**src/rtl/mem_stream_reader_pkg.sv**
```systemverilog
// Shared types and constants for the operand-memory stream reader.
package mem_stream_reader_pkg;

  localparam int FIFO_DEPTH = 4;
  localparam int FIFO_CNT_W = $clog2(FIFO_DEPTH + 1);

  typedef enum logic [1:0] {
    ST_IDLE  = 2'd0,
    ST_RUN   = 2'd1,
    ST_DRAIN = 2'd2,
    ST_DONE  = 2'd3
  } state_e;

endpackage

```
**src/rtl/mem_stream_reader_fifo.sv**
```systemverilog
// Small synchronous FIFO holding returned read data plus its last flag; head is visible the
// cycle after push, push is ignored when full, pop is ignored when empty.
module mem_stream_reader_fifo #(
  parameter int WIDTH = 9,
  parameter int DEPTH = 4,
  localparam int CNT_W = $clog2(DEPTH + 1),
  localparam int PTR_W = $clog2(DEPTH)
) (
  input  logic             clk,
  input  logic             rst_n,
  input  logic             push,
  input  logic [WIDTH-1:0] push_data,
  input  logic             pop,
  output logic [CNT_W-1:0] count,
  output logic             empty,
  output logic             full,
  output logic [WIDTH-1:0] head
);

  logic [WIDTH-1:0] mem_q [DEPTH];
  logic [WIDTH-1:0] mem_d [DEPTH];
  logic [PTR_W-1:0] wr_ptr_q, wr_ptr_d, rd_ptr_q, rd_ptr_d;
  logic [CNT_W-1:0] count_q, count_d;
  logic             do_push, do_pop;

  assign empty = (count_q == '0);
  assign full  = (count_q == CNT_W'(DEPTH));
  assign count = count_q;
  assign head  = mem_q[rd_ptr_q];

  // Pointers wrap naturally because DEPTH is a power of two.
  always_comb begin
    mem_d    = mem_q;
    wr_ptr_d = wr_ptr_q;
    rd_ptr_d = rd_ptr_q;
    do_push  = push && !full;
    do_pop   = pop && !empty;
    if (do_push) begin
      mem_d[wr_ptr_q] = push_data;
      wr_ptr_d        = wr_ptr_q + PTR_W'(1);
    end
    if (do_pop) begin
      rd_ptr_d = rd_ptr_q + PTR_W'(1);
    end
    count_d = count_q + CNT_W'(do_push) - CNT_W'(do_pop);
  end

  always_ff @(posedge clk) begin
    if (!rst_n) begin
      for (int i = 0; i < DEPTH; i++) mem_q[i] <= '0;
      wr_ptr_q <= '0;
      rd_ptr_q <= '0;
      count_q  <= '0;
    end else begin
      mem_q    <= mem_d;
      wr_ptr_q <= wr_ptr_d;
      rd_ptr_q <= rd_ptr_d;
      count_q  <= count_d;
    end
  end

endmodule

```
**src/rtl/mem_stream_reader.sv**
```systemverilog
// Issues LENGTH sequential reads to a 1-cycle RAM and streams the words out with a last marker.
// start -> first m_valid in 3 cycles; issue stalls when FIFO plus in-flight read reach FIFO_DEPTH.
module mem_stream_reader
  import mem_stream_reader_pkg::*;
#(
  parameter int DATA_WIDTH = 8,
  parameter int ADDR_WIDTH = 4
) (
  input  logic                  clk,
  input  logic                  rst_n,
  input  logic                  start,
  input  logic [ADDR_WIDTH-1:0] base_addr,
  input  logic [ADDR_WIDTH:0]   length,
  output logic                  busy,
  output logic                  done,
  output logic                  mem_read_en,
  output logic [ADDR_WIDTH-1:0] mem_read_address,
  input  logic [DATA_WIDTH-1:0] mem_data_out,
  output logic                  m_valid,
  output logic [DATA_WIDTH-1:0] m_data,
  output logic                  m_last,
  input  logic                  m_ready
);

  state_e                  state_q, state_d;
  logic [ADDR_WIDTH-1:0]   base_q, base_d, idx_q, idx_d;
  logic [ADDR_WIDTH:0]     remaining_q, remaining_d;
  logic                    inflight_q, inflight_d;
  logic                    inflight_last_q, inflight_last_d;

  logic                    issue, last_issue, accept;
  logic [FIFO_CNT_W-1:0]   fifo_count;
  logic [FIFO_CNT_W:0]     occupancy;
  logic                    fifo_empty, fifo_full;
  logic [DATA_WIDTH:0]     fifo_head;

  mem_stream_reader_fifo #(
    .WIDTH (DATA_WIDTH + 1),
    .DEPTH (FIFO_DEPTH)
  ) u_fifo (
    .clk       (clk),
    .rst_n     (rst_n),
    .push      (inflight_q),
    .push_data ({inflight_last_q, mem_data_out}),
    .pop       (accept),
    .count     (fifo_count),
    .empty     (fifo_empty),
    .full      (fifo_full),
    .head      (fifo_head)
  );

  // Issue decision looks only at registered state, keeping m_ready off the RAM path.
  assign occupancy  = {1'b0, fifo_count} + (FIFO_CNT_W + 1)'(inflight_q);
  assign issue      = (state_q == ST_RUN) && !fifo_full &&
                      (occupancy < (FIFO_CNT_W + 1)'(FIFO_DEPTH));
  assign last_issue = issue && (remaining_q == (ADDR_WIDTH + 1)'(1));
  assign accept     = m_valid && m_ready;

  always_ff @(posedge clk) begin
    if (!rst_n) begin
      state_q         <= ST_IDLE;
      base_q          <= '0;
      idx_q           <= '0;
      remaining_q     <= '0;
      inflight_q      <= 1'b0;
      inflight_last_q <= 1'b0;
    end else begin
      state_q         <= state_d;
      base_q          <= base_d;
      idx_q           <= idx_d;
      remaining_q     <= remaining_d;
      inflight_q      <= inflight_d;
      inflight_last_q <= inflight_last_d;
    end
  end

  always_comb begin
    state_d = state_q;
    case (state_q)
      ST_IDLE:  if (start) state_d = (length == '0) ? ST_DONE : ST_RUN;
      ST_RUN:   if (last_issue) state_d = ST_DRAIN;
      ST_DRAIN: if (accept && m_last) state_d = ST_DONE;
      ST_DONE:  state_d = ST_IDLE;
      default:  state_d = ST_IDLE;
    endcase
  end

  always_comb begin
    base_d          = base_q;
    idx_d           = idx_q;
    remaining_d     = remaining_q;
    inflight_d      = issue;
    inflight_last_d = last_issue;
    if (state_q == ST_IDLE && start) begin
      base_d      = base_addr;
      idx_d       = '0;
      remaining_d = length;
    end else if (issue) begin
      idx_d       = idx_q + ADDR_WIDTH'(1);
      remaining_d = remaining_q - (ADDR_WIDTH + 1)'(1);
    end
  end

  always_comb begin
    busy             = (state_q == ST_RUN) || (state_q == ST_DRAIN);
    done             = (state_q == ST_DONE);
    mem_read_en      = issue;
    mem_read_address = base_q + idx_q;
    m_valid          = !fifo_empty;
    m_data           = fifo_empty ? '0 : fifo_head[DATA_WIDTH-1:0];
    m_last           = !fifo_empty && fifo_head[DATA_WIDTH];
  end

endmodule

```
**config.mk**
```make
export PLATFORM = sky130hd
export DESIGN_NAME = mem_stream_reader
export DESIGN_NICKNAME = d
export VERILOG_FILES = /design/src/rtl/mem_stream_reader_pkg.sv /design/src/rtl/mem_stream_reader_fifo.sv /design/src/rtl/mem_stream_reader.sv
export SDC_FILE = /design/constraint.sdc
export NUM_CORES = 1
export LEC_CHECK = 0
export ABC_AREA = 1
export CAP_MARGIN = 20
export CORE_ASPECT_RATIO = 2
export CORE_MARGIN = 3
export CORE_UTILIZATION = 30
export DETAILED_ROUTE_END_ITERATION = 7
export PLACE_DENSITY = 0.6
export SLEW_MARGIN = 10
export SYNTH_ARGS = -nofsm -noshare
export SYNTH_HDL_FRONTEND = slang
export SYNTH_HIERARCHICAL = 1
export SYNTH_SLANG_ARGS = --single-unit
```
**constraint.sdc**
```tcl
create_clock -name clk -period 2.21 [get_ports clk]
set_input_delay 0.442 -clock clk [delete_from_list [all_inputs] [get_ports clk]]
set_output_delay 0.442 -clock clk [all_outputs]
set_load 0.01 [all_outputs]
```
==> run_results.csv, run 1 <==
group,metric,value,unit
clock_tree,cts_max_level,3,
status,status,"complete, no violations",
placement,gp_congestion,0.8516,
worst_setup_path,end_kind,"output port",
synth,dominantRegCellSynth,"dfxtp_1",
grt,grt_max_degree,48,
sta,period_needed,2119,ps
die,fp.dieH,159.9,um
power_and_ir_drop,power,4.751,mW
synth,synth-edff-count,0,
route,vias,3368,
worst_setup_path,path_max_fanout,5,
die,die_w,82.97,um
placement,detailed_place.area,4130,sq um
synth,syn-num-nets,586,
run,max_cap_viol_count,0,
finish,nNetsFinal,632,
grt,grt_pass1_vias,3245,
sta,setup_slack,90.88,ps
synth,ys_warn_count,6,
hold_path,hold_class,"reg2reg",
route,ant_nets,0,
synth,netlist_instances,546,
worst_setup_path,worstPathArrival,1680,ps
placement,dp.final_hpwl,6794,um
synth,yosys.area.top_type,"dfxtp_1",
grt,antenna_found_initial,0,
clock_tree,cts_tree,"built",
route,routed.top_layer,"met4",
worst_setup_path,path_class,"reg2out",
clock_tree,cts_buffers,9,
route,drc,0,
route,routed_via_density,4.558,
sta,worstMarginPinSlew,540.0,ps
worst_setup_path,path_cells,"ha_1 -> fa_1 -> dlygate4sd2_1",
die,io_pins,38,
route,routed_wl,8978,um
power_and_ir_drop,peakVddDrop,558.0,uV
worst_setup_path,path_delay_family,"adder cells",
worst_setup_path,slowest_stage,"fa_1",
synth,yosys-top-cells-area,"dfxtp_1 34%, inv_1 12%, nand2_1 11%",
route,first_iter_violations,222,
synth,netlist_area,3555,sq um
die,die-area,13270,sq um
synth,async_flop_share,0,%
placement,port_buffers,37,
placement,dp.cells,722,
clock_tree,clock_sinks,60,
die,core.rowCount,55,
grt,grt_usage,14.18,%
placement,post-place-ws,-199.3,ps
power_and_ir_drop,p_leak,2.101,nW
sta,rsz0062_at_grt,"false",
clock_tree,clockBufferDepth,2,
finish,area_growth,24.46,%
finish,fin_cells,739,
synth,yosysTopAreaCellShare,33.79,%
sta,setup_violations,0,
route,wl_per_cell,12.15,um
sta,slew_headroom,64.00,%
worst_setup_path,cp-start-kind,"register",
die,initial_utilization,31.12,%
sta,hold_violations,0,
finish,antenna_cells,0,
route,wl_met2,5039,um
clock_tree,holdBufCountCts,0,
synth,ys_seq_area_share,33.79,%
clock_tree,clkTransAtPathRegs,50,ps
sta,fin_skew,7.375,ps
worst_setup_path,required,1770,ps
grt,grt_remaining_overflow,0,
finish,drive_gt1_share,9.213,%
clock_tree,clock_latency,330,ps
clock_tree,cts_root_buf,"clkbuf_16",
route,wl_met1,3373,um
worst_setup_path,slowest_delay,420,ps
sta,hold_slack,494.1,ps
synth,yosysUniqueCellTypes,31,
route,dr.pass1.iters,5,
finish,final_cell_area,4424,sq um
sta,finalCritPeriodShare,95.89,%
grt,grt_pass1_wl,15070,um
synth,yosys-top-cells-count,"118 x inv_1, 105 x nand2_1, 95 x nor2_1",
synth,yosysMostFrequentCell,"inv_1",
power_and_ir_drop,power.density,1074,nW/um^2
synth,syn_area_per_cell,6.510,sq um
sta,fmax,471.9,MHz
synth,ys_ff_latch,60,
sta,maxSlewViolCount,0,
worst_setup_path,crit_buf_inv,1,
route,routed-wl-met3,314,um
die,core,11420,sq um
-- power by group --
| part | internal, mW | switching [mW] |
|---|---|---|
| sequential | 1.28 | 0.146 |
| combinational | 0.797 | 1.23 |
| clock | 0.848 | 0.458 |
| total | 2.92 | 1.83 |
-- worst paths after layout --
path                                 startpoint                   to  slack [ps]  cells past startpoint
worst max-delay path                   idx_q[0]  mem_read_address[1]          90                      3
worst min-delay path                   idx_q[2]             idx_q[2]         490                      2
worst max register to register  u_fifo/count[1]      u_fifo/count[2]         200                     13
worst min register to register         idx_q[2]             idx_q[2]         490                      2
-- sequential cells by signal, summed over array words and instances (netlist names) --
name	count
remaining_q	5
u_fifo/mem_q	36
u_fifo/rd_ptr_q	2
u_fifo/count	3
base_q	4
idx_q	4
inflight_q	1
u_fifo/wr_ptr_q	2
state_q	2
inflight_last_q	1
-- worst reg2reg max path: cells and delay by family, from the launching register on --
kind	cells	cell delay, ps
DFF	1	330
buffers and inverters	4	250
adders and majority gates	3	770
and+or+nand+nor	4	370
AOI/OAI and AO/OA	2	190
-- layout make-up --
class | count | area (sq um)
clock buffer | 15 | 277.8
clock inverter | 1 | 5.005
fill | 1296 | 6999
inverter | 120 | 450.4
multi-input combinational | 342 | 1768
sequential | 60 | 1210
tap | 142 | 177.7
timing repair buffer | 59 | 535.5
-- metrics by stage --
stage / TNS [ps] / util (%)
floorplan: 0 / -
global placement: -304.6 / 36.16
global route: 0 / 38.73
detailed placement: -323.4 / 36.16
CTS: 0 / 38.66
finish: 0 / 38.73
-- cell usage in the layout, fill, tap and decap left out, types with 4 or more instances in the layout --
cell type / synthesis / routed
inv_1: 118 / 118
nand2_1: 105 / 104
nor2_1: 95 / 95
dfxtp_1: 60 / 55
nand4_1: 36 / 36
o21ai_0: 29 / 28
clkdlybuf4s50_1: 0 / 24
buf_4: 2 / 19
ha_1: 17 / 17
nand3_1: 15 / 15
dlygate4sd2_1: 0 / 12
a21oi_1: 11 / 11
clkbuf_16: 0 / 9
o22ai_1: 9 / 9
dfxtp_2: 0 / 4
-- what timing repair did --
action | in CTS | in global routing
setup endpoints to repair | 13 | 4
pin swaps | 1 | 0
gates resized for setup | 18 | 8
buffers inserted | 1 | 0
-- kinds of logic after synthesis --
logic type	Yosys count	synth area share (%)
buf+inv	144	16.68
flops	60	33.79
xor+xnor	6	1.479
fa+ha+maj	19	7.110
simple gates	264	32.88
compound gates	53	8.060
-- layer usage --
layer	up-vias	global-route usage, %
met5	-	0
met3	18	2.943
li1	1768	-
met1	1518	13.81
met2	64	27.60
met4	0	6.696
Note: power is estimated with default switching activity, not from simulation.
==> run 2, diff against run 1 <==
--- a/config.mk
+++ b/config.mk
@@ -11,7 +11,7 @@
 export CORE_MARGIN = 3
 export CORE_UTILIZATION = 30
 export DETAILED_ROUTE_END_ITERATION = 7
-export PLACE_DENSITY = 0.6
+export PLACE_DENSITY = 0.59
 export SLEW_MARGIN = 10
 export SYNTH_ARGS = -nofsm -noshare
 export SYNTH_HDL_FRONTEND = slang
==> constraint.sdc (replaced) <==
create_clock -name clk -period 2.7 [get_ports clk]
set_input_delay 0.54 -clock clk [delete_from_list [all_inputs] [get_ports clk]]
set_output_delay 0.54 -clock clk [all_outputs]
set_load 0.01 [all_outputs]
==> run_results.csv, run 2 (synthesized netlist as in run 1, its figures left out) <==
group,metric,value,unit
worst_setup_path,worstPathArrival,2000,ps
hold_path,hold_class,"reg2reg",
sta,hold_violations,0,
clock_tree,cts_max_level,3,
worst_setup_path,slowest_stage,"clkdlybuf4s50_1",
clock_tree,cts_buffers,9,
clock_tree,cts_root_buf,"clkbuf_16",
finish,final_cell_mix,"117 x inv_1, 105 x nand2_1, 95 x nor2_1, 58 x dfxtp_1, 37 x clkdlybuf4s50_1",
power_and_ir_drop,combPwrFrac,41.4,%
clock_tree,cts_tree,"built",
placement,gp_congestion,0.8121,
worst_setup_path,path_delay_family,"adder cells",
route,ant_nets,0,
sta,finalSetupTns,0,ps
grt,grt_usage,13.93,%
finish,largest_reg_flops,36,
power_and_ir_drop,switchingPower,1.502,mW
finish,area_growth,20.94,%
route,vias,3310,
sta,hold_slack,489.7,ps
route,first_iter_violations,255,
finish,layout_commonest_cell,"inv_1",
power_and_ir_drop,peakVddDrop,524.0,uV
sta,finalCritPeriodShare,93.94,%
placement,dp.final_hpwl,6717,um
finish,regMostFlops,"u_fifo/mem_q",
sta,fmax,394.3,MHz
finish,fillers,1277,
placement,post-place-ws,113.7,ps
clock_tree,clockBufferDepth,2,
finish,nNetsFinal,617,
worst_setup_path,critPathLaunch,"idx_q[0]",
clock_tree,clkTransAtPathRegs,50,ps
power_and_ir_drop,power.density,884.3,nW/um^2
sta,rsz0062_at_grt,"false",
finish,top_regs,"u_fifo/mem_q x36, remaining_q x5",
route,wl_per_cell,12.37,um
clock_tree,post_cts_buffers,0,
worst_setup_path,rr_startpoint,"u_fifo/count[2]",
route,dr.pass1.iters,5,
sta,setup_violations,0,
sta,setup_slack,163.7,ps
die,initial_utilization,31.12,%
die,core.rowCount,55,
finish,drive_gt1_share,6.701,%
worst_setup_path,required,2160,ps
die,io_pins,38,
route,routed_via_density,4.572,
power_and_ir_drop,intPower,2.300,mW
grt,grt_max_degree,43,
status,status,"complete, no violations",
finish,antenna_cells,0,
hold_path,min-delay-start,"idx_q[2]",
worst_setup_path,crit_buf_inv,1,
power_and_ir_drop,clkPwrFrac,27.6,%
grt,grt_pass1_wl,14770,um
die,fp.dieH,159.9,um
grt,antenna_found_initial,0,
worst_setup_path,end_kind,"output port",
sta,period_needed,2536,ps
sta,fin_skew,5.736,ps
run,max_cap_viol_count,0,
worst_setup_path,path_max_fanout,5,
worst_setup_path,path_class,"reg2out",
worst_setup_path,path_cells,"ha_1 -> fa_1 -> xor2_1 -> clkdlybuf4s50_1",
worst_setup_path,cp-start-kind,"register",
worst_setup_path,slowest_delay,570,ps
clock_tree,clock_latency,330,ps
power_and_ir_drop,power_frac_seq,31.0,%
sta,maxSlewViolCount,0,
sta,worstMarginPinSlew,487.8,ps
grt,grt_remaining_overflow,0,
die,die-area,13270,sq um
clock_tree,clock_sinks,60,
placement,port_buffers,37,
grt,grt_pass1_vias,3093,
route,routed_wl,8954,um
die,die_w,82.97,um
route,drc,0,
sta,slew_headroom,67.48,%
die,core,11420,sq um
power_and_ir_drop,p_leak,1.950,nW
power_and_ir_drop,switching_share,39.50,%
-- run 2: changes by cell type in the layout (fill, tap and decap cells not counted), moves of 2 or more --
cell             change
clkdlybuf4s50_1     +13
buf_4               -12
dlygate4sd2_1       -12
clkinvlp_4           +4
clkbuf_1             -3
dfxtp_1              +3
buf_6                -2
clkbuf_8             -2
dfxtp_2              -2
nand2_2              -2
-- run 2: repair_timing --
action,in CTS,in global routing
endpoints found under the setup margin,0,8
hold buffers,0,0
endpoints found under the hold margin,0,0
gates resized for setup,0,4
-- run 2: tightest hold or removal path: cells and delay by family, from the launching register on --
family          cells  cell delay (ps)
flops               1              340
compound gates      1               50
buf+inv             1               60
-- run 2: metal layers --
| metal | global-route usage, % | vias to the layer above | part of all wire, % |
|---|---|---|---|
| met5 | 0 | - | 0 |
| met4 | 8.780 | 0 | 4.9 |
| met3 | 3.304 | 26 | 4.0 |
| met2 | 25.77 | 80 | 54 |
| met1 | 13.54 | 1463 | 37 |
| li1 | - | 1741 | - |
-- run 2: layout make-up --
class	count	area [sq um]	share of cell area, %
clock inverters	6	40.04	0.9313
flip-flops and latches	60	1204	28.00
multi-input cells	342	1765	41.07
repair buffers	44	422.9	9.837
well taps	142	177.7	4.133
clock buffers	10	239.0	5.559
inverters	120	450.4	10.48
-- run 2: power groups by stage --
stage	sequential, mW	combinational [mW]	clock [mW]
finish	1.18	1.57	1.05
global route	1.20	1.80	1.12
CTS	1.18	1.58	1.08
detailed placement	1.20	1.57	0
global placement	1.19	1.55	0
floorplan	1.15	1.18	0
-- run 2: stage by stage --
stage               cells  instance area, sq um  utilization [%]  power (mW)
floorplan             546                  3555                -       2.331
global placement      708                  4013            35.13       2.743
detailed placement    708                  4013            35.13       2.771
CTS                   724                  4292            37.57       3.840
global route          724                  4299            37.63       4.112
finish                724                  4299            37.63       3.802
-- run 2: worst paths after layout --
check | slack (ps) | depth (start not counted) | end
min reg2reg | 490 | 2 | idx_q[2]
min | 490 | 2 | idx_q[2]
max | 160 | 4 | mem_read_address[2]
max reg2reg | 440 | 13 | u_fifo/count[2]
==> run 3, diff against run 2 <==
--- a/config.mk
+++ b/config.mk
@@ -10,6 +10,7 @@
 export CORE_ASPECT_RATIO = 2
 export CORE_MARGIN = 3
 export CORE_UTILIZATION = 30
+export CTS_CLUSTER_SIZE = 30
 export DETAILED_ROUTE_END_ITERATION = 7
 export PLACE_DENSITY = 0.59
 export SLEW_MARGIN = 10
==> results of run 3 <==
The final DEF is identical to that of run 2; final timing and power are the same.
==> variant: new RTL, flow settings as in run 1 <==
The package constant `FIFO_DEPTH` goes from 4 to 2.
--- a/src/rtl/mem_stream_reader_pkg.sv
+++ b/src/rtl/mem_stream_reader_pkg.sv
@@ -2,5 +2,5 @@
 package mem_stream_reader_pkg;
 
-  localparam int FIFO_DEPTH = 4;
+  localparam int FIFO_DEPTH = 2;
   localparam int FIFO_CNT_W = $clog2(FIFO_DEPTH + 1);
 
Check against the original RTL: not equivalent (Yosys sat finds a counterexample within 4 cycles, from zero or initial values and one cycle with rst_n low).
==> variant against run 1 <==
Global-route usage is 2.1 points lower. Clock skew is 0.0040 ns lower. Clock power is 42% lower. Setup slack better by 0.034 ns. Via count is 34% lower. Wire length is 41% lower. Die area is 30% lower. Design area is 31% lower. Count of clock-buffer cells in the layout is 7 lower. Power is 34% lower. Sequential cell count is 21 lower. Synthesized area is 32% lower. Critical path depth is 2 higher. Largest cell class unchanged.
==> variant: results (changes against run 1) <==
Tap Count 94 (-34%); routed wire length 5.279 mm (-41%); biggest regs u_fifo/mem_q x18, remaining_q x5; largest net degree at the start of global routing 25 (-48%); number of DRC markers in iteration 0 146 (-34%); Setup Buffers After CTS 0 (-1); Non-clk invs 85 (-29%); PostCTS Resize Cnt 13 (-5); crit path max fanout 2 (-3); bufs w/o clock 46 (-22%); share of cells above drive strength 1 8.780% (-0.43 points); CP peak stage delay 0.37 ns (-0.05 ns); Lkg Pwr 1.473 nW (-30%); number of multi-input logic gates 232 (-32%); FFs & Latches 39 (-35%); Seq/Total Area, Yosys 32.28% (-1.5 points); Synth Area in Adders 7.553% (+0.44 points); Nets 444 (-30%); Layout area overhead 25.50%; Post-DP HPWL 4.062 mm (-40%); vias in the first global route 2,091 (-36%); clk tree area frac 5.153% (-1.2 points); total track usage 12.09% (-2.1 points); maximum VDD drop 719.0 uV (+29%); clock buffer count 8 (-7); skew final 0.003344 ns (-0.004031 ns); first-pass GRT wire length 9.073 mm (-40%); H-tree levels 2 (-1); met2 usage 23.40% (-4.2 points); Routed wire per std cell 10.47 um (-14%); outcome complete, no violations; Clk Latency, worst-skew pair 0.28 ns (-0.05 ns); Synth Instances 369 (-32%); CTS buffer count 5 (-4); placed insts 496 (-31%); GR Layer Usage met1 11.49% (-2.3 points)
==> variant: cell types whose count changed after synthesis, sizes merged, moves of 9 or more <==
cell	before	now
nor2	97	56
o21ai	29	16
inv	120	85
nand2	109	91
nand4	36	19
o22ai	9	0
dfxtp	60	39
buf	19	10
==> variant: layer usage <==
layer	vias up	wire length, um
li1	1191	-
met5	-	0
met3	10	170
met2	33	2941
met4	0	160
met1	975	2006
==> variant: power breakdown <==
group	total, mW	switching, mW	internal (mW)
clock network	0.760	0.280	0.480
registers	0.976	0.118	0.858
logic	1.39	0.802	0.587
total	3.13	1.20	1.93
==> variant: worst paths after layout <==
kind | start | end | slack, ns | cells past startpoint
worst min register to register | remaining_q[1] | remaining_q[1] | 0.48 | 2
worst min-delay path | remaining_q[1] | remaining_q[1] | 0.48 | 2
worst max-delay path | idx_q[0] | mem_read_address[2] | 0.13 | 5
worst max register to register | u_fifo/count[0] | u_fifo/count[1] | 0.30 | 12
